`config.mk`:
```
export PLATFORM = sky130hd
export DESIGN_NAME = taxi_ram_port_ctrl
export DESIGN_NICKNAME = d
export VERILOG_FILES = /design/src/rtl/taxi_ram_port_pkg.sv /design/src/rtl/taxi_ram_port_rsp_fifo.sv /design/src/rtl/taxi_ram_port_ctrl.sv
export SDC_FILE = /design/constraint.sdc
export NUM_CORES = 1
export LEC_CHECK = 0
export ABC_AREA = 0
export CORE_MARGIN = 2
export CORE_UTILIZATION = 43
export DETAILED_ROUTE_END_ITERATION = 16
export GPL_ROUTABILITY_DRIVEN = 0
export GPL_TIMING_DRIVEN = 1
export HOLD_SLACK_MARGIN = 0.12
export PLACE_DENSITY = 0.81
export SYNTH_ARGS = -nofsm -noshare
export SYNTH_HDL_FRONTEND = slang
export SYNTH_SLANG_ARGS = --single-unit
```
`constraint.sdc`:
```
create_clock -name clk -period 2.4 [get_ports clk]
set_input_delay 0.24 -clock clk [delete_from_list [all_inputs] [get_ports clk]]
set_output_delay 0.24 -clock clk [all_outputs]
set_load 0.01 [all_outputs]
```
`src/rtl/taxi_ram_port_pkg.sv`:
```
// Shared types and sizing helpers for the taxi RAM port controller.
// The response entry layout below matches the default 16-bit data / 4-bit tag build.
package taxi_ram_port_pkg;

   localparam int DEF_DATA_W = 16;
   localparam int DEF_TAG_W  = 4;

   typedef struct packed {
      logic [DEF_DATA_W-1:0] data;
      logic [DEF_TAG_W-1:0]  tag;
      logic                  wr;
   } rsp_entry_t;

   // Credit counter must hold the value DEPTH itself, hence the extra bit.
   function automatic int credit_w(input int depth);
      return $clog2(depth) + 1;
   endfunction

   function automatic int entry_w(input int data_w, input int tag_w, input bit with_wr);
      return data_w + tag_w + (with_wr ? 1 : 0);
   endfunction

endpackage

```
`src/rtl/taxi_ram_port_rsp_fifo.sv`:
```
// First-word-fall-through response FIFO with registered storage.
// Pointers carry an extra MSB so full and empty are distinguishable.
module taxi_ram_port_rsp_fifo #(
   parameter int WIDTH = 20,
   parameter int DEPTH = 4
) (
   input  logic             clk,
   input  logic             rst_n,
   input  logic             push,
   input  logic [WIDTH-1:0] push_data,
   input  logic             pop,
   output logic [WIDTH-1:0] pop_data,
   output logic             full,
   output logic             empty
);

   localparam int AW = $clog2(DEPTH);

   logic [WIDTH-1:0] mem [DEPTH];
   logic [AW:0]      wr_ptr;
   logic [AW:0]      rd_ptr;
   logic             do_pop;

   assign empty  = (wr_ptr == rd_ptr);
   assign full   = (wr_ptr[AW] != rd_ptr[AW]) && (wr_ptr[AW-1:0] == rd_ptr[AW-1:0]);
   assign do_pop = pop && !empty;

   // Output reads as zero while empty so idle response fields stay clean.
   assign pop_data = empty ? '0 : mem[rd_ptr[AW-1:0]];

   always_ff @(posedge clk or negedge rst_n) begin
      if (!rst_n) begin
         wr_ptr <= '0;
         rd_ptr <= '0;
      end else begin
         if (push)   wr_ptr <= wr_ptr + (AW+1)'(1);
         if (do_pop) rd_ptr <= rd_ptr + (AW+1)'(1);
      end
   end

   always_ff @(posedge clk) begin
      if (push) mem[wr_ptr[AW-1:0]] <= push_data;
   end

endmodule

```
`src/rtl/taxi_ram_port_ctrl.sv`:
```
// Valid/ready front end for one RAM port with credit-managed response FIFO.
// Optional write acknowledges are enabled with TAXI_RAM_PORT_CTRL_WR_ACK_EN.
module taxi_ram_port_ctrl
   import taxi_ram_port_pkg::*;
#(
   parameter int ADDR_W    = 16,
   parameter int DATA_W    = 16,
   parameter int STRB_W    = DATA_W/8,
   parameter int TAG_W     = 4,
   parameter int RSP_DEPTH = 4
) (
   input  logic              clk,
   input  logic              rst_n,
   input  logic [ADDR_W-1:0] req_addr,
   input  logic              req_wr,
   input  logic [DATA_W-1:0] req_data,
   input  logic [STRB_W-1:0] req_strb,
   input  logic [TAG_W-1:0]  req_tag,
   input  logic              req_valid,
   output logic              req_ready,
   output logic [DATA_W-1:0] rsp_data,
   output logic [TAG_W-1:0]  rsp_tag,
   output logic              rsp_wr,
   output logic              rsp_valid,
   input  logic              rsp_ready,
   output logic              ram_en,
   output logic [ADDR_W-1:0] ram_addr,
   output logic              ram_wr_en,
   output logic [DATA_W-1:0] ram_wr_data,
   output logic [STRB_W-1:0] ram_wr_strb,
   input  logic [DATA_W-1:0] ram_rd_data
);

   localparam int CW = credit_w(RSP_DEPTH);
`ifdef TAXI_RAM_PORT_CTRL_WR_ACK_EN
   localparam int EW = entry_w(DATA_W, TAG_W, 1'b1);
`else
   localparam int EW = entry_w(DATA_W, TAG_W, 1'b0);
`endif

   logic             run;
   logic [CW-1:0]    outstanding;
   logic             accept;
   logic             take_credit;
   logic             rsp_pop;
   logic             pend;
   logic [TAG_W-1:0] pend_tag;
   logic             fifo_push;
   logic             fifo_full;
   logic             fifo_empty;
   logic [EW-1:0]    push_data;
   logic [EW-1:0]    pop_data;

   // run holds req_ready low until the first clock after reset release.
   assign req_ready = run && (outstanding < CW'(RSP_DEPTH));
   assign accept    = req_valid && req_ready;
   assign rsp_valid = !fifo_empty;
   assign rsp_pop   = rsp_valid && rsp_ready;

`ifdef TAXI_RAM_PORT_CTRL_WR_ACK_EN
   logic pend_wr;
   assign take_credit = accept;
   assign push_data   = {(pend_wr ? '0 : ram_rd_data), pend_tag, pend_wr};
   assign {rsp_data, rsp_tag, rsp_wr} = pop_data;
`else
   assign take_credit = accept && !req_wr;
   assign push_data   = {ram_rd_data, pend_tag};
   assign {rsp_data, rsp_tag} = pop_data;
   assign rsp_wr = 1'b0;
`endif

   // RAM drive is gated by accept so the port idles at zero.
   assign ram_en      = accept;
   assign ram_addr    = accept ? req_addr : '0;
   assign ram_wr_en   = accept && req_wr;
   assign ram_wr_data = accept ? req_data : '0;
   assign ram_wr_strb = accept ? req_strb : '0;

   // Credits make overflow impossible; the full check is a backstop only.
   assign fifo_push = pend && (!fifo_full || rsp_pop);

   always_ff @(posedge clk or negedge rst_n) begin
      if (!rst_n) begin
         run         <= 1'b0;
         outstanding <= '0;
         pend        <= 1'b0;
         pend_tag    <= '0;
      end else begin
         run      <= 1'b1;
         pend     <= take_credit;
         pend_tag <= req_tag;
         case ({take_credit, rsp_pop})
            2'b10:   outstanding <= outstanding + CW'(1);
            2'b01:   outstanding <= outstanding - CW'(1);
            default: outstanding <= outstanding;
         endcase
      end
   end

`ifdef TAXI_RAM_PORT_CTRL_WR_ACK_EN
   always_ff @(posedge clk or negedge rst_n) begin
      if (!rst_n) pend_wr <= 1'b0;
      else        pend_wr <= req_wr;
   end
`endif

   taxi_ram_port_rsp_fifo #(
      .WIDTH (EW),
      .DEPTH (RSP_DEPTH)
   ) u_rsp_fifo (
      .clk       (clk),
      .rst_n     (rst_n),
      .push      (fifo_push),
      .push_data (push_data),
      .pop       (rsp_pop),
      .pop_data  (pop_data),
      .full      (fifo_full),
      .empty     (fifo_empty)
   );

endmodule
```
After elaboration in Yosys (flattened, before gate mapping)
Memory sizes are Yosys's and may differ from the RTL's. Index checks and enable logic that the tools add are counted.

Register bits: 15. Bits in latches: 0. Bits in writable memories: 80. Bits in read-only memories: 0. Input bits: 59. Output and inout port bits: 59. Word-level logic and storage cells: 37. Memories: 1.

$add $sub $neg: 4. $mul: 0. Divide/modulo/power cells: 0. Magnitude comparators: 1. Eq/ne operators: 5. Shift-type cells: 0. Muxes and demuxes: 7. Bitwise logic cells: 0. Reduce and logical (&&, ||, !) cells: 13.

Memories: u_rsp_fifo.mem (words 4, bits a word 20, rd ports 1, clocked after Yosys merged registers in 0, write ports 1, line taxi_ram_port_rsp_fifo.sv:19) `logic [WIDTH-1:0] mem [DEPTH];`.

Operators with widths (count): $mux 16 (2); $mux 20 (1); $add 3x1->3 const B (3); $logic_and 1x1->1 (8); $pmux 3 s2 (1); $eq 3x3->1 (1); $logic_not 1->1 (3); $lt 3x3->1 const B (1); $sub 3x1->3 const B (1); $eq 2x1->1 const B (1); $eq 2x2->1 (1); $eq 2x2->1 const B (1); $mux 1 (2); $mux 2 (1); $reduce_bool 2->1 (1); $logic_or 1x1->1 (1); $ne 1x1->1 (1).

Depth between registers and ports, before layout
Depth in word-level cells: 7. Mapped depth: 10. Gate-level depth less buffers: 9.

Modules after synthesis
Synthesis repeated with hierarchy kept, for this count alone.

Cell total of the unflattened synthesis: 230. Area, all modules: 4108.9 µm².

By module, submodules not included: taxi_ram_port_rsp_fifo (times used 1, cells each 161, area an instance 3467.1 µm²); taxi_ram_port_ctrl (times used 1, cells each 69, area an instance 641.9 µm²).

Worst setup path before layout
No wires, ideal clock.

Kind: flip-flop to flip-flop. Start: reg u_rsp_fifo.rd_ptr[0]. End: mem u_rsp_fifo.mem[3][0] (enable). Library setup time: 0.404 ns. Arrival time: 1.915 ns. Slack: 0.082 ns. Cell stages (with the launch flop): 4. Clock period less this slack: 2.318 ns. Cells stage by stage: dfrtp_1 xor2_2 nor3_1 a21oi_1.

Longest elaborated chain between the ends: 7.

Ends and longest elaborated chain: start, declared (line taxi_ram_port_rsp_fifo.sv:21) `logic [AW:0] rd_ptr;`; start signal, assigned (line taxi_ram_port_rsp_fifo.sv:37) `if (do_pop) rd_ptr <= rd_ptr + (AW+1)'(1);`; $eq 3x3->1 / $eq 2x2->1 (equally long branches) (line taxi_ram_port_rsp_fifo.sv:24, taxi_ram_port_rsp_fifo.sv:25); $logic_not 1->1 / $logic_and 1x1->1 (equally long branches) (line taxi_ram_port_ctrl.sv:57, taxi_ram_port_rsp_fifo.sv:25); $logic_and 1x1->1 / $logic_not 1->1 (equally long branches) (line taxi_ram_port_ctrl.sv:58, taxi_ram_port_ctrl.sv:80); $logic_or 1x1->1 * (line taxi_ram_port_ctrl.sv:80) `assign fifo_push = pend && (!fifo_full || rsp_pop);`; $logic_and 1x1->1 * (line taxi_ram_port_ctrl.sv:80); $mux 1 * (line taxi_ram_port_rsp_fifo.sv:42) `if (push) mem[wr_ptr[AW-1:0]] <= push_data;`; $mux 1 (not written as such) * (line taxi_ram_port_rsp_fifo.sv:42); end, declared (line taxi_ram_port_rsp_fifo.sv:19).

Mark *: on every way between the ends. The rest lies on a longest branch, timed or not.

Worst setup path in the final report
Start: reg u_rsp_fifo.rd_ptr[0]. End: out rsp_tag[0].

Longest elaborated chain between the ends: 2.

Ends and longest elaborated chain: $mem_v2 4x20 / $eq 3x3->1 (equally long branches); $mux 20 * (line taxi_ram_port_rsp_fifo.sv:29) `assign pop_data = empty ? '0 : mem[rd_ptr[AW-1:0]];`; end, declared (line taxi_ram_port_ctrl.sv:22) `output logic [TAG_W-1:0] rsp_tag,`.

Marks and branches as above.

==> run summary <==
Result of the run: completed
Post-Place Cells: 462
Max-Cap Viols: 0
Final min period: 2.300 ns
Max VDD drop: 0.0005090 V
Placed inst area: 0.005411 mm²
Setup TNS: 0 ns
CP Data Required Time: 2.16 ns
Internal power: 0.004195 W
CTS Sinks: 95
DR vias/cell: 5.118
Layout cells sized above 1: 0.2016
Total Routed Length: 8.546 mm
Core area: 0.009196 mm²
Placed wire-length estimate: 5.839 mm
CTS tree: done
Layout Nets: 443
Most common cell after layout, fill and taps aside: clkdlybuf4s50_1
HP Class: in -> async
Final hold slack: 0.2717 ns
First-pass GRT wire length: 13.21 mm
Final Skew: 0.01776 ns
CP endpoint kind: output port
Net Sw Frac: 0.3092
DR DRC count: 0
Logic pwr share: 0.455
Max-slew violations: 0
Std-Cell Rows: 35
Worst Reg-to-Reg Cells: 10
Initial Utilization: 0.4399
Initial drt markers: 65
Power share of the clock group: 0.204
Total GRT Usage: 0.1764
Slew @ Worst Pin: 1.098 ns
Reg power frac: 0.341
Largest net degree at the start of global routing: 36
Number of global-route vias before repair: 2639
Io pins: 118
Die area: 0.01020 mm²
Reg2reg setup slack: 0.20 ns
Worst-path maximum fanout: 11
Syn Nets: 302
NetSw: 0.001877 W
Crit path launch type: flip-flop
TritonCTS buffer count: 9
Cells after synthesis: 236
Syn Std Cell Area: 0.004045 mm²
Critical path class: reg -> out
DIE HEIGHT: 101.0 µm
Reg2reg end: outstanding[2]$_DFFE_PN0P_
PnR Total Power: 0.006072 W
YS warnings: 0
Distinct cells, synth: 30
Fin crit share: 0.9585
DR vias: 2523
Worst r2r src: u_rsp_fifo.wr_ptr[1]$_DFFE_PN0P_
GRT Residual Overflow: 0
Max Clk Rate: 434.7 MHz
Mapped Avg Cell Area: 17.14 µm²
Clock root buffer: clkbuf_8
Worst Path Arrival: 2.06 ns
Most frequent cells in the layout: clkdlybuf4s50_1 (96), edfxtp_1 (80), and3_1 (35)
Clock Pin Slew Worst Setup and Hold Paths: 0.09 ns
Drt pass-1 iters: 4
Post-synthesis sequential area ratio: 0.6867
Die Span X: 101.0 µm
DR WL/cell: 17.33 µm
Initial antenna violation count: 0
# H-tree levels: 3
Setup-failing EPs final: 0
Design area: 0.005847 mm²
Static Leakage: 2.297 nW
Final Hold Vio Count: 0
Finished Layout Cells: 493
Clock Latency Late Sink: 0.36 ns
# port buffers: 116
CTS Buffer Depth: 2
Final antenna-violating net count: 0
Worst slew margin: 0.2672
RSZ-0062 raised after global routing: no
# diodes: 0
Area growth syn-to-layout: 44.54%
Hold-fix buffers at CTS: 0
Seq cells post-synth: 95
PD cells: 1038 mW/mm²
==> kinds of logic after synthesis <==
logic type / Yosys count / synth area share
AOI/OAI and AO/OA: 6 / 0.01670
adders and majority gates: 7 / 0.02351
xor gates and xnor gates: 10 / 0.02536
buffers and inverters: 24 / 0.02413
other: 2 / 0.001857
and+or+nand+nor: 70 / 0.1039
muxes: 22 / 0.1178
DFF: 95 / 0.6867
==> stage by stage <==
stage | setup WS (ns) | utilization
floorplan | 0.08166 | -
global placement | 0.2228 | 0.5884
finish | 0.09970 | 0.6358
detailed placement | 0.2024 | 0.5884
global route | 0.003698 | 0.6358
CTS | 0.0004432 | 0.6204
==> synthesized netlist by cell type, drive strengths merged <==
cell type / instances / share of area
a21oi: 1 / 0.0012
and2: 1 / 0.0015
and3: 35 / 0.054
buf: 4 / 0.0056
clkbuf: 10 / 0.0093
conb: 2 / 0.0019
dfrtp: 15 / 0.093
edfxtp: 80 / 0.59
fa: 1 / 0.0049
ha: 6 / 0.019
inv: 10 / 0.0093
mux2: 2 / 0.0065
mux4: 20 / 0.11
nand2: 3 / 0.0028
nand2b: 1 / 0.0015
nand3b: 1 / 0.0019
nor2: 4 / 0.0037
nor2b: 22 / 0.034
nor3: 2 / 0.0025
o21ai: 1 / 0.0012
o311ai: 2 / 0.0043
o31ai: 1 / 0.0031
o41ai: 1 / 0.0068
or4: 1 / 0.0019
xnor2: 5 / 0.011
xor2: 5 / 0.015
==> repair_timing <==
item	CTS	global route
setup endpoints to repair	21	11
cloned	0	1
pin swaps	1	1
resized for setup	22	10
setup buffers	2	12
==> power by group through the flow <==
stage / registers, W / clock network (W) / logic (W)
finish: 0.00207 / 0.00124 / 0.00276
global route: 0.00209 / 0.00133 / 0.00300
CTS: 0.00208 / 0.00125 / 0.00259
detailed placement: 0.00208 / 0 / 0.00256
global placement: 0.00207 / 0 / 0.00250
floorplan: 0.00207 / 0 / 0.00137
==> per-layer routing <==
layer,GRT usage,part of all wire,wire (µm)
met5,0,0,0
met4,0.06237,0.014,121
met1,0.1969,0.36,3083
met3,0.05409,0.078,667
met2,0.3185,0.55,4674
==> critical path, cell delays in order (launching register included) <==
cell,delay [ns]
dfrtp_2,0.49
buf_12,0.18
buf_4,0.12
mux4_2,0.49
nor2b_1,0.14
dlygate4sd2_1,0.27
==> flip-flops by register name, indices dropped and copies added, names as in the netlist <==
name               cells
outstanding            3
pend                   1
pend_tag               4
run                    1
u_rsp_fifo.mem        80
u_rsp_fifo.rd_ptr      3
u_rsp_fifo.wr_ptr      3
==> how the worst max path moves through the flow <==
stage / startpoint / to / slack [ns] / cells past startpoint
2_1_floorplan: u_rsp_fifo.rd_ptr[0]$_DFFE_PN0P_ / u_rsp_fifo.mem[3][0]$_DFFE_PP_ / 0.08 / 3
3_3_place_gp: rsp_ready / u_rsp_fifo.mem[2][16]$_DFFE_PP_ / 0.22 / 3
5_1_grt: u_rsp_fifo.wr_ptr[1]$_DFFE_PN0P_ / outstanding[2]$_DFFE_PN0P_ / 0.004 / 10
6_report: u_rsp_fifo.rd_ptr[0]$_DFFE_PN0P_ / rsp_tag[0] / 0.1 / 5
3_5_place_dp: rsp_ready / outstanding[2]$_DFFE_PN0P_ / 0.20 / 10
4_1_cts: u_rsp_fifo.rd_ptr[0]$_DFFE_PN0P_ / rsp_data[11] / 0.0004 / 4
==> cell type report <==
cell class	instances	area (µm²)
clock buffer	9	123.9
clock inverter	7	116.4
fill	679	3349
inverter	10	37.54
multi-input combinational	117	1211
sequential	95	2780
tap	111	138.9
timing repair buffer	144	1439
(Power assumes the default switching activity.)
